==> src/rtl/keypad_scanner.sv <==
// -----------------------------------------------------------------------------
// keypad_scanner
//
// Front end for a 4x4 active-low matrix keypad. One column at a time is driven
// low. The row returns are synchronised and debounced, and the accepted key is
// encoded as a hex nibble. Downstream logic consumes `key` when `released`
// strobes, so a key value is committed only once the key has been let go.
//
// Parameters:
//   SCAN_DIV        clk cycles each column stays driven. Rows are sampled once,
//                   on the last cycle of the slot. Minimum 4.
//   DEBOUNCE        consecutive matching samples needed to accept a press or a
//                   release. Minimum 2.
//   REPEAT_SAMPLES  held samples between auto-repeat strobes. Used only when
//                   KEYPAD_AUTOREPEAT_EN is defined.
//
// Ports:
//   clk       in   system clock
//   reset     in   synchronous, active-low reset
//   row[3:0]  in   keypad row returns. Asynchronous, active-low, pulled up.
//   col[3:0]  out  column drive. Active-low, at most one bit low.
//   key[3:0]  out  code of the last accepted key, row_idx*4 + col_idx
//   pressed   out  level. A debounced key is currently held.
//   released  out  one-cycle strobe. `key` is valid and final.
//
// Optional feature:
//   KEYPAD_AUTOREPEAT_EN  When defined, a held key strobes `released` every
//                         REPEAT_SAMPLES held samples while `pressed` stays
//                         high. When undefined, no repeat logic is built.
// -----------------------------------------------------------------------------
module keypad_scanner #(
  parameter int SCAN_DIV       = 4096,
  parameter int DEBOUNCE       = 4,
  parameter int REPEAT_SAMPLES = 256
) (
  input  logic       clk,
  input  logic       reset,
  input  logic [3:0] row,
  output logic [3:0] col,
  output logic [3:0] key,
  output logic       pressed,
  output logic       released
);

  // ---------------------------------------------------------------------------
  // Elaboration-time parameter sanity
  // ---------------------------------------------------------------------------
  if (SCAN_DIV < 4) begin : g_bad_scan_div
    $error("keypad_scanner: SCAN_DIV must be at least 4");
  end
  if (DEBOUNCE < 2) begin : g_bad_debounce
    $error("keypad_scanner: DEBOUNCE must be at least 2");
  end
  if (REPEAT_SAMPLES < 1) begin : g_bad_repeat
    $error("keypad_scanner: REPEAT_SAMPLES must be at least 1");
  end

  localparam int SLOT_W = $clog2(SCAN_DIV);
  localparam int CNT_W  = $clog2(DEBOUNCE + 1);

  typedef enum logic [1:0] {
    ST_SCAN,
    ST_DEBOUNCE,
    ST_HELD,
    ST_RELEASE
  } state_t;

  state_t state;
  state_t state_nxt;

  logic [3:0]        row_meta;   // first synchroniser stage
  logic [3:0]        rs;         // synchronised rows, used for all decisions
  logic [SLOT_W-1:0] slot_cnt;
  logic [CNT_W-1:0]  cnt;        // debounce counter, shared by press and release
  logic [1:0]        col_idx;
  logic [1:0]        cand_row;   // row captured when the press was first seen
  logic              rpt_pulse;  // auto-repeat strobe (constant 0 when not built)

  logic              sample;
  logic              hit;
  logic [1:0]        hit_row;
  logic              same_row;
  logic              rel_sample;
  logic [CNT_W-1:0]  cnt_inc;
  logic              cnt_done;

  // ---------------------------------------------------------------------------
  // Row synchroniser. Idle rows read as all ones, so the flops reset to 1111
  // and no phantom press appears right after reset.
  // ---------------------------------------------------------------------------
  // NOTE: every clocked process uses non-blocking assignments so that each
  // flop samples the pre-edge value of its source; with blocking assignments
  // row_meta would fall straight through into rs in a single cycle.
  always_ff @(posedge clk) begin
    if (!reset) begin
      row_meta <= 4'b1111;
      rs       <= 4'b1111;
    end else begin
      row_meta <= row;
      rs       <= row_meta;
    end
  end

  // ---------------------------------------------------------------------------
  // Sample point and row decode
  // ---------------------------------------------------------------------------
  assign sample = (slot_cnt == SLOT_W'(SCAN_DIV - 1));

  // Lowest-numbered active row wins when several keys in one column are down.
  // NOTE: every output of a combinational block gets a default first, so no
  // path leaves a signal unassigned and no latch is inferred.
  always_comb begin
    hit     = (rs != 4'b1111);
    hit_row = 2'd0;
    if (!rs[0]) begin
      hit_row = 2'd0;
    end else if (!rs[1]) begin
      hit_row = 2'd1;
    end else if (!rs[2]) begin
      hit_row = 2'd2;
    end else if (!rs[3]) begin
      hit_row = 2'd3;
    end
  end

  // While a key is tracked only its own row matters; other rows are ignored.
  assign same_row   = hit && (hit_row == cand_row);
  assign rel_sample = rs[cand_row];
  assign cnt_inc    = cnt + 1'b1;
  assign cnt_done   = (cnt_inc == CNT_W'(DEBOUNCE));

  // ---------------------------------------------------------------------------
  // FSM: state register
  // ---------------------------------------------------------------------------
  always_ff @(posedge clk) begin
    if (!reset) begin
      state <= ST_SCAN;
    end else begin
      state <= state_nxt;
    end
  end

  // ---------------------------------------------------------------------------
  // FSM: next-state logic. All decisions except leaving RELEASE happen on the
  // sample cycle only.
  // ---------------------------------------------------------------------------
  always_comb begin
    state_nxt = state;
    unique case (state)
      ST_SCAN: begin
        if (sample && hit) begin
          state_nxt = ST_DEBOUNCE;
        end
      end
      ST_DEBOUNCE: begin
        if (sample) begin
          if (!same_row) begin
            state_nxt = ST_SCAN;
          end else if (cnt_done) begin
            state_nxt = ST_HELD;
          end
        end
      end
      ST_HELD: begin
        if (sample && rel_sample && cnt_done) begin
          state_nxt = ST_RELEASE;
        end
      end
      ST_RELEASE: begin
        state_nxt = ST_SCAN;
      end
      default: begin
        state_nxt = ST_SCAN;
      end
    endcase
  end

  // ---------------------------------------------------------------------------
  // FSM: outputs. `pressed` drops in RELEASE, the same cycle `released` rises.
  // ---------------------------------------------------------------------------
  always_comb begin
    col      = ~(4'b0001 << col_idx);
    pressed  = (state == ST_HELD);
    released = (state == ST_RELEASE) || rpt_pulse;
  end

  // ---------------------------------------------------------------------------
  // Datapath: slot counter, column index, debounce counter, captured key.
  // The column only moves after a sample in SCAN, after a failed debounce, or
  // when leaving RELEASE; from DEBOUNCE through RELEASE it is frozen, which is
  // why keys in other columns are invisible during that time.
  // ---------------------------------------------------------------------------
  always_ff @(posedge clk) begin
    if (!reset) begin
      slot_cnt <= '0;
      cnt      <= '0;
      col_idx  <= 2'd0;
      cand_row <= 2'd0;
      key      <= 4'd0;
    end else begin
      // RELEASE restarts the slot so the next column gets a full dwell time.
      if (sample || state == ST_RELEASE) begin
        slot_cnt <= '0;
      end else begin
        slot_cnt <= slot_cnt + 1'b1;
      end

      unique case (state)
        ST_SCAN: begin
          if (sample) begin
            if (hit) begin
              cand_row <= hit_row;
              cnt      <= CNT_W'(1);
            end else begin
              col_idx  <= col_idx + 1'b1;
            end
          end
        end
        ST_DEBOUNCE: begin
          if (sample) begin
            if (!same_row) begin
              cnt     <= '0;
              col_idx <= col_idx + 1'b1;
            end else if (cnt_done) begin
              key     <= {cand_row, col_idx};
              cnt     <= '0;
            end else begin
              cnt     <= cnt_inc;
            end
          end
        end
        ST_HELD: begin
          // A pressed sample restarts the release count, so a short bounce
          // never reaches DEBOUNCE and never strobes.
          if (sample) begin
            if (rel_sample) begin
              cnt <= cnt_inc;
            end else begin
              cnt <= '0;
            end
          end
        end
        ST_RELEASE: begin
          cnt     <= '0;
          col_idx <= col_idx + 1'b1;
        end
        default: begin
          cnt <= '0;
        end
      endcase
    end
  end

  // ---------------------------------------------------------------------------
  // Auto-repeat
  // ---------------------------------------------------------------------------
`ifdef KEYPAD_AUTOREPEAT_EN
  localparam int REP_W = $clog2(REPEAT_SAMPLES + 1);

  logic [REP_W-1:0] rpt_cnt;

  // Counts consecutive held samples in HELD. The strobe is raised on the
  // cycle after a held sample, so it can never coincide with entry into
  // RELEASE (which follows a released sample) or with the pressed rise.
  always_ff @(posedge clk) begin
    if (!reset) begin
      rpt_cnt   <= '0;
      rpt_pulse <= 1'b0;
    end else begin
      rpt_pulse <= 1'b0;
      if (state != ST_HELD) begin
        rpt_cnt <= '0;
      end else if (sample) begin
        if (rel_sample) begin
          rpt_cnt <= '0;
        end else if (rpt_cnt + 1'b1 == REP_W'(REPEAT_SAMPLES)) begin
          rpt_cnt   <= '0;
          rpt_pulse <= 1'b1;
        end else begin
          rpt_cnt <= rpt_cnt + 1'b1;
        end
      end
    end
  end
`else
  assign rpt_pulse = 1'b0;
`endif

endmodule

==> config.mk <==
export PLATFORM = sky130hd
export DESIGN_NAME = keypad_scanner
export DESIGN_NICKNAME = d
export VERILOG_FILES = /design/src/rtl/keypad_scanner.sv
export SDC_FILE = /design/constraint.sdc
export NUM_CORES = 1
export LEC_CHECK = 0
export ABC_CLOCK_PERIOD_IN_PS = 4000
export CAP_MARGIN = 10
export CORE_ASPECT_RATIO = 1.5
export CORE_MARGIN = 2
export CORE_UTILIZATION = 60
export CTS_CLUSTER_SIZE = 16
export DETAILED_ROUTE_END_ITERATION = 7
export GPL_ROUTABILITY_DRIVEN = 0
export PLACE_DENSITY_LB_ADDON = 0.3
export SLEW_MARGIN = 20
export SYNTH_ARGS = -nofsm -noshare
export SYNTH_HDL_FRONTEND = slang
export SYNTH_SLANG_ARGS = --single-unit
==> constraint.sdc <==
create_clock -name clk -period 4 [get_ports clk]
set_input_delay 0.4 -clock clk [delete_from_list [all_inputs] [get_ports clk]]
set_output_delay 0.4 -clock clk [all_outputs]
set_load 0.01 [all_outputs]
---- Word-level counts from Yosys, hierarchy flattened ----
Index checks and enable logic that the tools add are counted.
storage, ports and cells
  flip-flop bits (word level) ............. 33
  logic and storage cells ................. 69
  output and inout bits ................... 10
  input bits .............................. 6
cells by class
  bitwise logic cells ..................... 2
  mux-type cells .......................... 25
  $add $sub $neg .......................... 3
  equality and inequality tests ........... 16
  magnitude comparators ................... 1
  shift-type cells ........................ 1
  reduce and logical (&&, ||, !) cells .... 13
operators by type and width
  kind                                                                          count
  2-bit two-way mux                                                             13
  3-bit two-way mux                                                             7
  12-bit by 1-bit adder with 12-bit output, second input constant               1
  12-bit equality test, second input constant                                   1
  2-bit inequality test, second input constant                                  6
  3-bit case mux with 4 select lines                                            1
  4-bit AND reduction                                                           3
  2-bit case mux with 4 select lines                                            1
  2-bit case mux with 3 select lines                                            1
  5-bit AND reduction                                                           1
  2-bit equality test, second input constant                                    2
  1-bit logical AND                                                             4
  2-bit by 1-bit inequality test with 1-bit output, second input constant       2
  4-bit inequality test, second input constant                                  1
  4-bit inverter                                                                1
  1-bit by 2-bit << shifter with 4-bit output, first input constant             1
  3-bit by 1-bit adder with 3-bit output, second input constant                 1
  3-bit equality test, second input constant                                    1
  2-bit by 3-bit less-than comparator with 1-bit output, second input constant  1
  3-bit inequality test, second input constant                                  1
  3-bit AND reduction                                                           1
  3-bit nonzero test                                                            1
  2-bit by 1-bit adder with 2-bit output, second input constant                 1
  1-bit binary-select mux with 2-bit select                                     1
  7 further kinds                                                               7

---- Depth between registers and ports, before layout ----
Gate-level depths: netlist (run 1).
  depth in word-level cells ............... 9
  gate-level depth with buffers ........... 7
  mapped depth without buffers ............ 6

---- Worst setup path before layout (run 1) ----
Ideal clock, no wire load.
  path kind ............................... register to register
  start ................................... register slot_cnt[0]
  end ..................................... register cnt[1]
  path slack .............................. 2.272 ns
  data arrival time ....................... 1.607 ns
  library setup time ...................... 0.122 ns
  buffers on the path ..................... 1
  stages on the path, launching flop included .. 8
  period minus slack after synthesis ...... 1.728 ns
  required time ........................... 3.878 ns
  cells stage by stage .................... dfxtp_1 ha_1 and4_1 and4_1 buf_4 maj3_1 o211ai_1 a21oi_1
on the way
  longest elaborated chain between the ends .. 3
  elaborated cells between the ends (all ways) .. 5
  those cells by class .................... eq/ne: 4; reduce/logical: 1
ends and longest elaborated chain
  item                                                                                                        line  text
  start, declared                                                                                             73    logic [SLOT_W-1:0] slot_cnt;
  start signal, assigned                                                                                      205   slot_cnt <= slot_cnt + 1'b1;
  12-bit equality test *                                                                                      107   assign sample = (slot_cnt == SLOT_W'(SCAN_DIV - 1));
  2-bit inequality test (no source line) or 2-bit by 1-bit inequality test with 1-bit output (tied branches)  -
  4-bit AND reduction (no source line) *                                                                      -
  end signal, assigned                                                                                        228   cnt <= cnt_inc;
  end signal, assigned                                                                                        237   cnt <= cnt_inc;
  end, declared                                                                                               74    logic [CNT_W-1:0] cnt;
Mark *: on every way between the ends. The rest lies on a longest branch, timed or not.
A chain may end at the register's enable or synchronous reset.

==> impl_metrics.tcl, run 1 <==
set metrics [dict create \
    cp_slowest_cell "dfxtp_1" \
    diodes 0 \
    drv_cap 0 \
    slew_headroom_pct 65.2 \
    ant_nets 0 \
    num_rows 23 \
    design.die.area_mm2 0.00311 \
    hold_violations 0 \
    path_max_fanout 12 \
    cpPeakStageDelay_ns 0.57 \
    vias_per_cell 5.62 \
    cts_buffers 5 \
    die_h_um 67.4 \
    cts-root-buf "clkbuf_8" \
    totalPowerFinal_mw 0.640 \
    overflow 0 \
    synth_commonest_cells "dfxtp_1 (33), a21oi_1 (15), nor2_1 (14), o21ai_0 (12), nand2_1 (11)" \
    cts_tree "done" \
    path_cells "nor2b_1 -> clkdlybuf4s50_1" \
    synth_warnings 0 \
    placed_cells 225 \
    dp_hpwl_um 2350 \
    io_buffers 15 \
    ys_types 45 \
    cts.sinks 33 \
    initial_core_util_pct 61.3 \
    synthTopCellsByArea "dfxtp_1 (41%), ha_1 (5.5%), a21oi_1 (4.7%)" \
    grt_pass1_vias 1219 \
    power_density_mw_per_mm2 343 \
    cts_buffer_depth 2 \
    r2r_slack_ns 2.03 \
    avgSynthCellArea_um2 8.97 \
    drive_gt1_share_pct 7.14 \
    initialDrtViolationCount 38 \
    fin_nets 208 \
    post-route-worst-setup-slack_ns 1.95 \
    postCtsHoldBufs 0 \
    slew_viol_final 0 \
    arrival_ns 1.65 \
    dr.pass1.iters 4 \
    die_w_um 46.2 \
    r2r-start "slot_cnt[0]$_SDFF_PP0_" \
    crit_required_ns 3.60 \
    status "finished, final reports clean" \
    synth.most_common_cell "dfxtp_1" \
    path_buf_inv 1 \
    synthFlopType "dfxtp_1" \
    setup_tns_ns 0 \
    yosysTopAreaCell "dfxtp_1" \
    reg2regPathDepth 6 \
    synth_edf_count 0 \
    drc_errors 0 \
    antenna_found_initial 0 \
    hold_path.class "flip-flop to flip-flop" \
    clkLatencyLatePin_ns 0.28 \
    min_period_over_period_pct 51.3 \
    ir_drop_v 0.000273 \
    place_ws_ns 1.71 \
    rsz0062_at_grt "false" \
    ys_async_sr_fraction_pct 0 \
    syn_area_mm2 0.00161 \
    finClkSkew_ns 0.00632 \
    io-pin-count 16 \
    grt_pass1_wl_um 4930 \
    grt_max_degree 15 \
    ys_seq_elements 33 \
    hold_path_end "rs[3]$_SDFF_PN1_" \
    fmax_mhz 487 \
    yosys.area.top_type_share_pct 41.2 \
    post_cts_buffers 0 \
    cts_resized 0 \
    htree_levels 2 \
    core_mm2 0.00262 \
    vias 1310 \
    setup_viol 0 \
    power.leakage_nw 0.691 \
    instances_no_fill 233 \
    worst_slew_pin_slew_ns 0.517 \
    final_core_util_pct 71.1 \
    fin_crit_ns 2.05 \
    wirelength_um 3110 \
    ys_seq_area_share_pct 41.2 \
    wl_per_cell_um 13.3 \
    grtUsageTotal_pct 22.0 \
    crit_type "flip-flop to output port" \
    min_path_cells 1 \
    synth_fp_nets 192 \
    cp-start-kind "flip-flop" \
    worst_setup_path_end_kind "output port" \
    syn_inst 179 \
    syn_to_final_growth_pct 16.1 \
    crit_family "flip-flops" \
    cts.clk_slew.worst_paths_ns 0.07 \
    worstHoldStart "row_meta[3]$_SDFF_PN1_" \
]
-- layout by cell type, fill, tap and decap left out, types with 9 or more instances in the layout --
master,count
o21ai_0,12
nand2b_1,10
nor2_1,14
nand3_1,9
clkdlybuf4s50_1,15
nand2_1,11
a21oi_1,15
dfxtp_1,33
inv_1,9
-- how the worst max path moves through the flow --
stage | startpoint | cells after the start | to
floorplan | slot_cnt[0]$_SDFF_PP0_ | 7 | cnt[1]$_SDFFE_PN0P_
global placement | reset | 4 | slot_cnt[11]$_SDFF_PP0_
detailed placement | reset | 4 | slot_cnt[7]$_SDFF_PP0_
CTS | flip-flop | 2 | pressed
global route | reset | 4 | slot_cnt[11]$_SDFF_PP0_
finish | flip-flop | 2 | pressed
-- layer usage --
layer | vias up | track usage (%) | share of wire [%] | wire [um]
met5 | - | 0 | 0 | 0
li1 | 657 | - | - | -
met4 | 0 | 10.4 | 2.0 | 62
met2 | 29 | 39.9 | 54 | 1690
met3 | 8 | 5.08 | 2.8 | 88
met1 | 616 | 22.5 | 41 | 1270
-- cell type report --
| type | instances | area (um^2) |
|---|---|---|
| Inverter | 9 | 33.8 |
| Clock inverter | 1 | 5.00 |
| Sequential cell | 33 | 661 |
| Tap cell | 37 | 46.3 |
| Fill cell | 208 | 756 |
| Timing Repair Buffer | 15 | 150 |
| Clock buffer | 7 | 96.3 |
| Multi-Input combinational cell | 131 | 871 |
-- report_power, final --
part | internal (mW) | leakage (nW) | total [mW] | switching, mW
sequential | 0.335 | 0.268 | 0.340 | 0.00535
clock | 0.155 | 0.0542 | 0.274 | 0.119
combinational | 0.0126 | 0.369 | 0.0250 | 0.0123
-- metrics by stage --
step,hold WS [ns],instance area [um^2]
final,0.407,1860
after global routing,0.418,1860
after CTS,0.410,1860
after detailed placement,0.395,1760
after global placement,0.388,1760
after floorplan,0.386,1610
-- registers in the layout, indices dropped and copies added, names as in the netlist, named ones only --
register	cells
row_meta	4
state	1
col_idx	2
slot_cnt	12
cnt	3
key	4
cand_row	2
rs	4
-- cells by family (layout without fill, tap and decap cells) --
family          count (synthesis)  in the layout  synth area share (%)
simple gates                   74             74                  26.2
compound gates                 39             39                  15.4
flops                          33             33                  41.2
buf+inv                        15             32                  4.60
fa+ha+maj                       8              8                  6.08
xor+xnor                        8              8                  4.36
mux                             2              2                  2.26
Note: power is estimated with default switching activity, not from simulation.
==> inputs of run 2 (changes only) <==
--- a/config.mk
+++ b/config.mk
@@ -5,11 +5,11 @@
 export SDC_FILE = /design/constraint.sdc
 export NUM_CORES = 1
 export LEC_CHECK = 0
-export ABC_CLOCK_PERIOD_IN_PS = 4000
+export ABC_CLOCK_PERIOD_IN_PS = 1660
 export CAP_MARGIN = 10
 export CORE_ASPECT_RATIO = 1.5
 export CORE_MARGIN = 2
-export CORE_UTILIZATION = 60
+export CORE_UTILIZATION = 50
 export CTS_CLUSTER_SIZE = 16
 export DETAILED_ROUTE_END_ITERATION = 7
 export GPL_ROUTABILITY_DRIVEN = 0
==> constraint.sdc (replaced) <==
create_clock -name clk -period 1.66 [get_ports clk]
set_input_delay 0.166 -clock clk [delete_from_list [all_inputs] [get_ports clk]]
set_output_delay 0.166 -clock clk [all_outputs]
set_load 0.01 [all_outputs]
==> run 2 against run 1 <==
Sequential power is 140% higher. Wire length grew 10%. Critical path type is now flip-flop to flip-flop. Utilization shrank 3.7 points. Non-clock buffer count grew 22. Clock skew up 0.0014 ns.
==> impl_metrics.tcl, run 2 (same netlist as run 1, synthesis figures left out) <==
set metrics [dict create \
    dr.pass1.iters 4 \
    wirelength_um 3430 \
    final_core_util_pct 67.5 \
    path_max_fanout 3 \
    io_buffers 15 \
    num_rows 25 \
    largest_reg_flops 12 \
    fmax_mhz 612 \
    min_period_over_period_pct 98.5 \
    fin_nets 230 \
    ir_drop_v 0.000751 \
    power.leakage_nw 0.805 \
    post-route-worst-setup-slack_ns 0.0249 \
    grt_max_degree 13 \
    wl_met2_um 1980 \
    worst_slew_pin_slew_ns 0.404 \
    grt_pass1_wl_um 5580 \
    cts_buffers 5 \
    drv_cap 0 \
    layout_common_cells "dfxtp_1 (22), buf_4 (22), nor2_1 (14)" \
    regMostFlops "slot_cnt" \
    htree_levels 2 \
    finClkSkew_ns 0.00769 \
    dr.max_layer_used "met4" \
    hold_violations 0 \
    met3_length_um 125 \
    grt_pass1_vias 1368 \
    antenna_found_initial 0 \
    m1WireLength_um 1250 \
    cts-root-buf "clkbuf_8" \
    io-pin-count 16 \
    syn_to_final_growth_pct 30.2 \
    postCtsHoldBufs 0 \
    power_density_mw_per_mm2 718 \
    fin_crit_ns 1.64 \
    drc_errors 0 \
    design.die.area_mm2 0.00369 \
    crit_required_ns 1.89 \
    setup_viol 0 \
    arrival_ns 1.86 \
    cp-start-kind "flip-flop" \
    core_mm2 0.00310 \
    vias_per_cell 5.51 \
    drive_gt1_share_pct 27.1 \
    diodes 0 \
    hold_path.class "flip-flop to flip-flop" \
    crit_type "flip-flop to flip-flop" \
    initialDrtViolationCount 24 \
    cts_buffer_depth 2 \
    worst_setup_path_end_kind "flip-flop" \
    r2r-start "slot_cnt[1]$_SDFF_PP0_" \
    slew_headroom_pct 72.8 \
    cts.clk_slew.worst_paths_ns 0.07 \
    initial_core_util_pct 51.8 \
    post_cts_buffers 0 \
    timing.critical_path.from "slot_cnt[1]$_SDFF_PP0_" \
    clkLatencyLatePin_ns 0.29 \
    place_ws_ns -0.0828 \
    path_cells "ha_4 -> and4_4 -> nand4_1 -> or3_4 -> a211o_1 -> a21oi_2" \
    rsz0062_at_grt "true" \
    cpPeakStageDelay_ns 0.37 \
    die_h_um 73.4 \
    slew_viol_final 0 \
    status "finished, final reports clean" \
    overflow 0 \
    cp_slowest_cell "or3_4" \
    die_w_um 50.3 \
    cts_tree "done" \
    wl_per_cell_um 13.3 \
    cts.sinks 33 \
    dp_hpwl_um 2560 \
    vias 1421 \
    ant_nets 0 \
    grtUsageTotal_pct 20.2 \
    worstHoldStart "row_meta[1]$_SDFF_PN1_" \
]
[run 2: changes by cell type in the layout (fill, tap and decap cells not counted), sizes merged]
cell | previous run | this run
dlymetal6s2s | 0 | 1
dlygate4sd2 | 0 | 2
clkbuf | 7 | 5
clkdlybuf4s50 | 15 | 12
clkinvlp | 0 | 1
clkinv | 1 | 2
buf | 0 | 22
[run 2: final timing paths]
check / to / slack [ns] / cells past startpoint
worst max-delay path: cand_row[1]$_SDFFE_PN0P_ / 0.02 / 6
worst min-delay path: rs[1]$_SDFF_PN1_ / 0.40 / 1
worst max register to register: cand_row[1]$_SDFFE_PN0P_ / 0.02 / 6
worst min register to register: rs[1]$_SDFF_PN1_ / 0.40 / 1
[run 2: critical path: cells and delay by family, from the launching register on]
family	cells	cell delay [ns]
simple gates	3	0.71
compound gates	2	0.37
flops	1	0.35
fa+ha+maj	1	0.14
[run 2: final cells by class]
type | instances | area (um^2)
well taps | 40 | 50.0
clock inverters | 3 | 17.5
multi-input cells | 131 | 922
flip-flops and latches | 33 | 682
clock buffers | 5 | 68.8
inverters | 9 | 33.8
fillers | 247 | 1010
repair buffers | 37 | 315
[run 2: where the power goes]
group	switching (mW)	internal, mW	leakage [nW]	total [mW]
combinational	0.0400	0.0518	0.490	0.0918
sequential	0.0105	0.803	0.272	0.814
clock	0.305	0.289	0.0439	0.594
[run 2: timing repair]
action / 4_1_cts / 5_1_grt
setup endpoints to repair: 27 / 13
gates resized for setup: 14 / 19
pin swaps: 2 / 4
[run 2: through the flow]
stage | power (mW) | instances | TNS, ns | cell area (um^2) | hold slack [ns]
floorplan | 0.877 | 179 | 0 | 1620 | 0.267
global placement | 0.917 | 250 | 0 | 1940 | 0.390
detailed placement | 0.921 | 250 | -0.611 | 1940 | 0.397
CTS | 1.51 | 258 | 0 | 2050 | 0.413
global route | 1.55 | 258 | -0.0527 | 2090 | 0.423
finish | 1.50 | 258 | 0 | 2090 | 0.404
[run 2: routing by layer]
metal	vias up	track usage (%)
li1	708	-
met1	672	18.3
met2	35	38.9
met3	6	4.67
met4	0	12.7
met5	-	0
==> inputs of run 3 (changes only) <==
--- a/config.mk
+++ b/config.mk
@@ -10,6 +10,7 @@
 export CORE_ASPECT_RATIO = 1.5
 export CORE_MARGIN = 2
 export CORE_UTILIZATION = 50
+export CTS_CLUSTER_DIAMETER = 150
 export CTS_CLUSTER_SIZE = 16
 export DETAILED_ROUTE_END_ITERATION = 7
 export GPL_ROUTABILITY_DRIVEN = 0
==> results of run 3 <==
Final layout, timing and power as in run 2 (identical DEF).
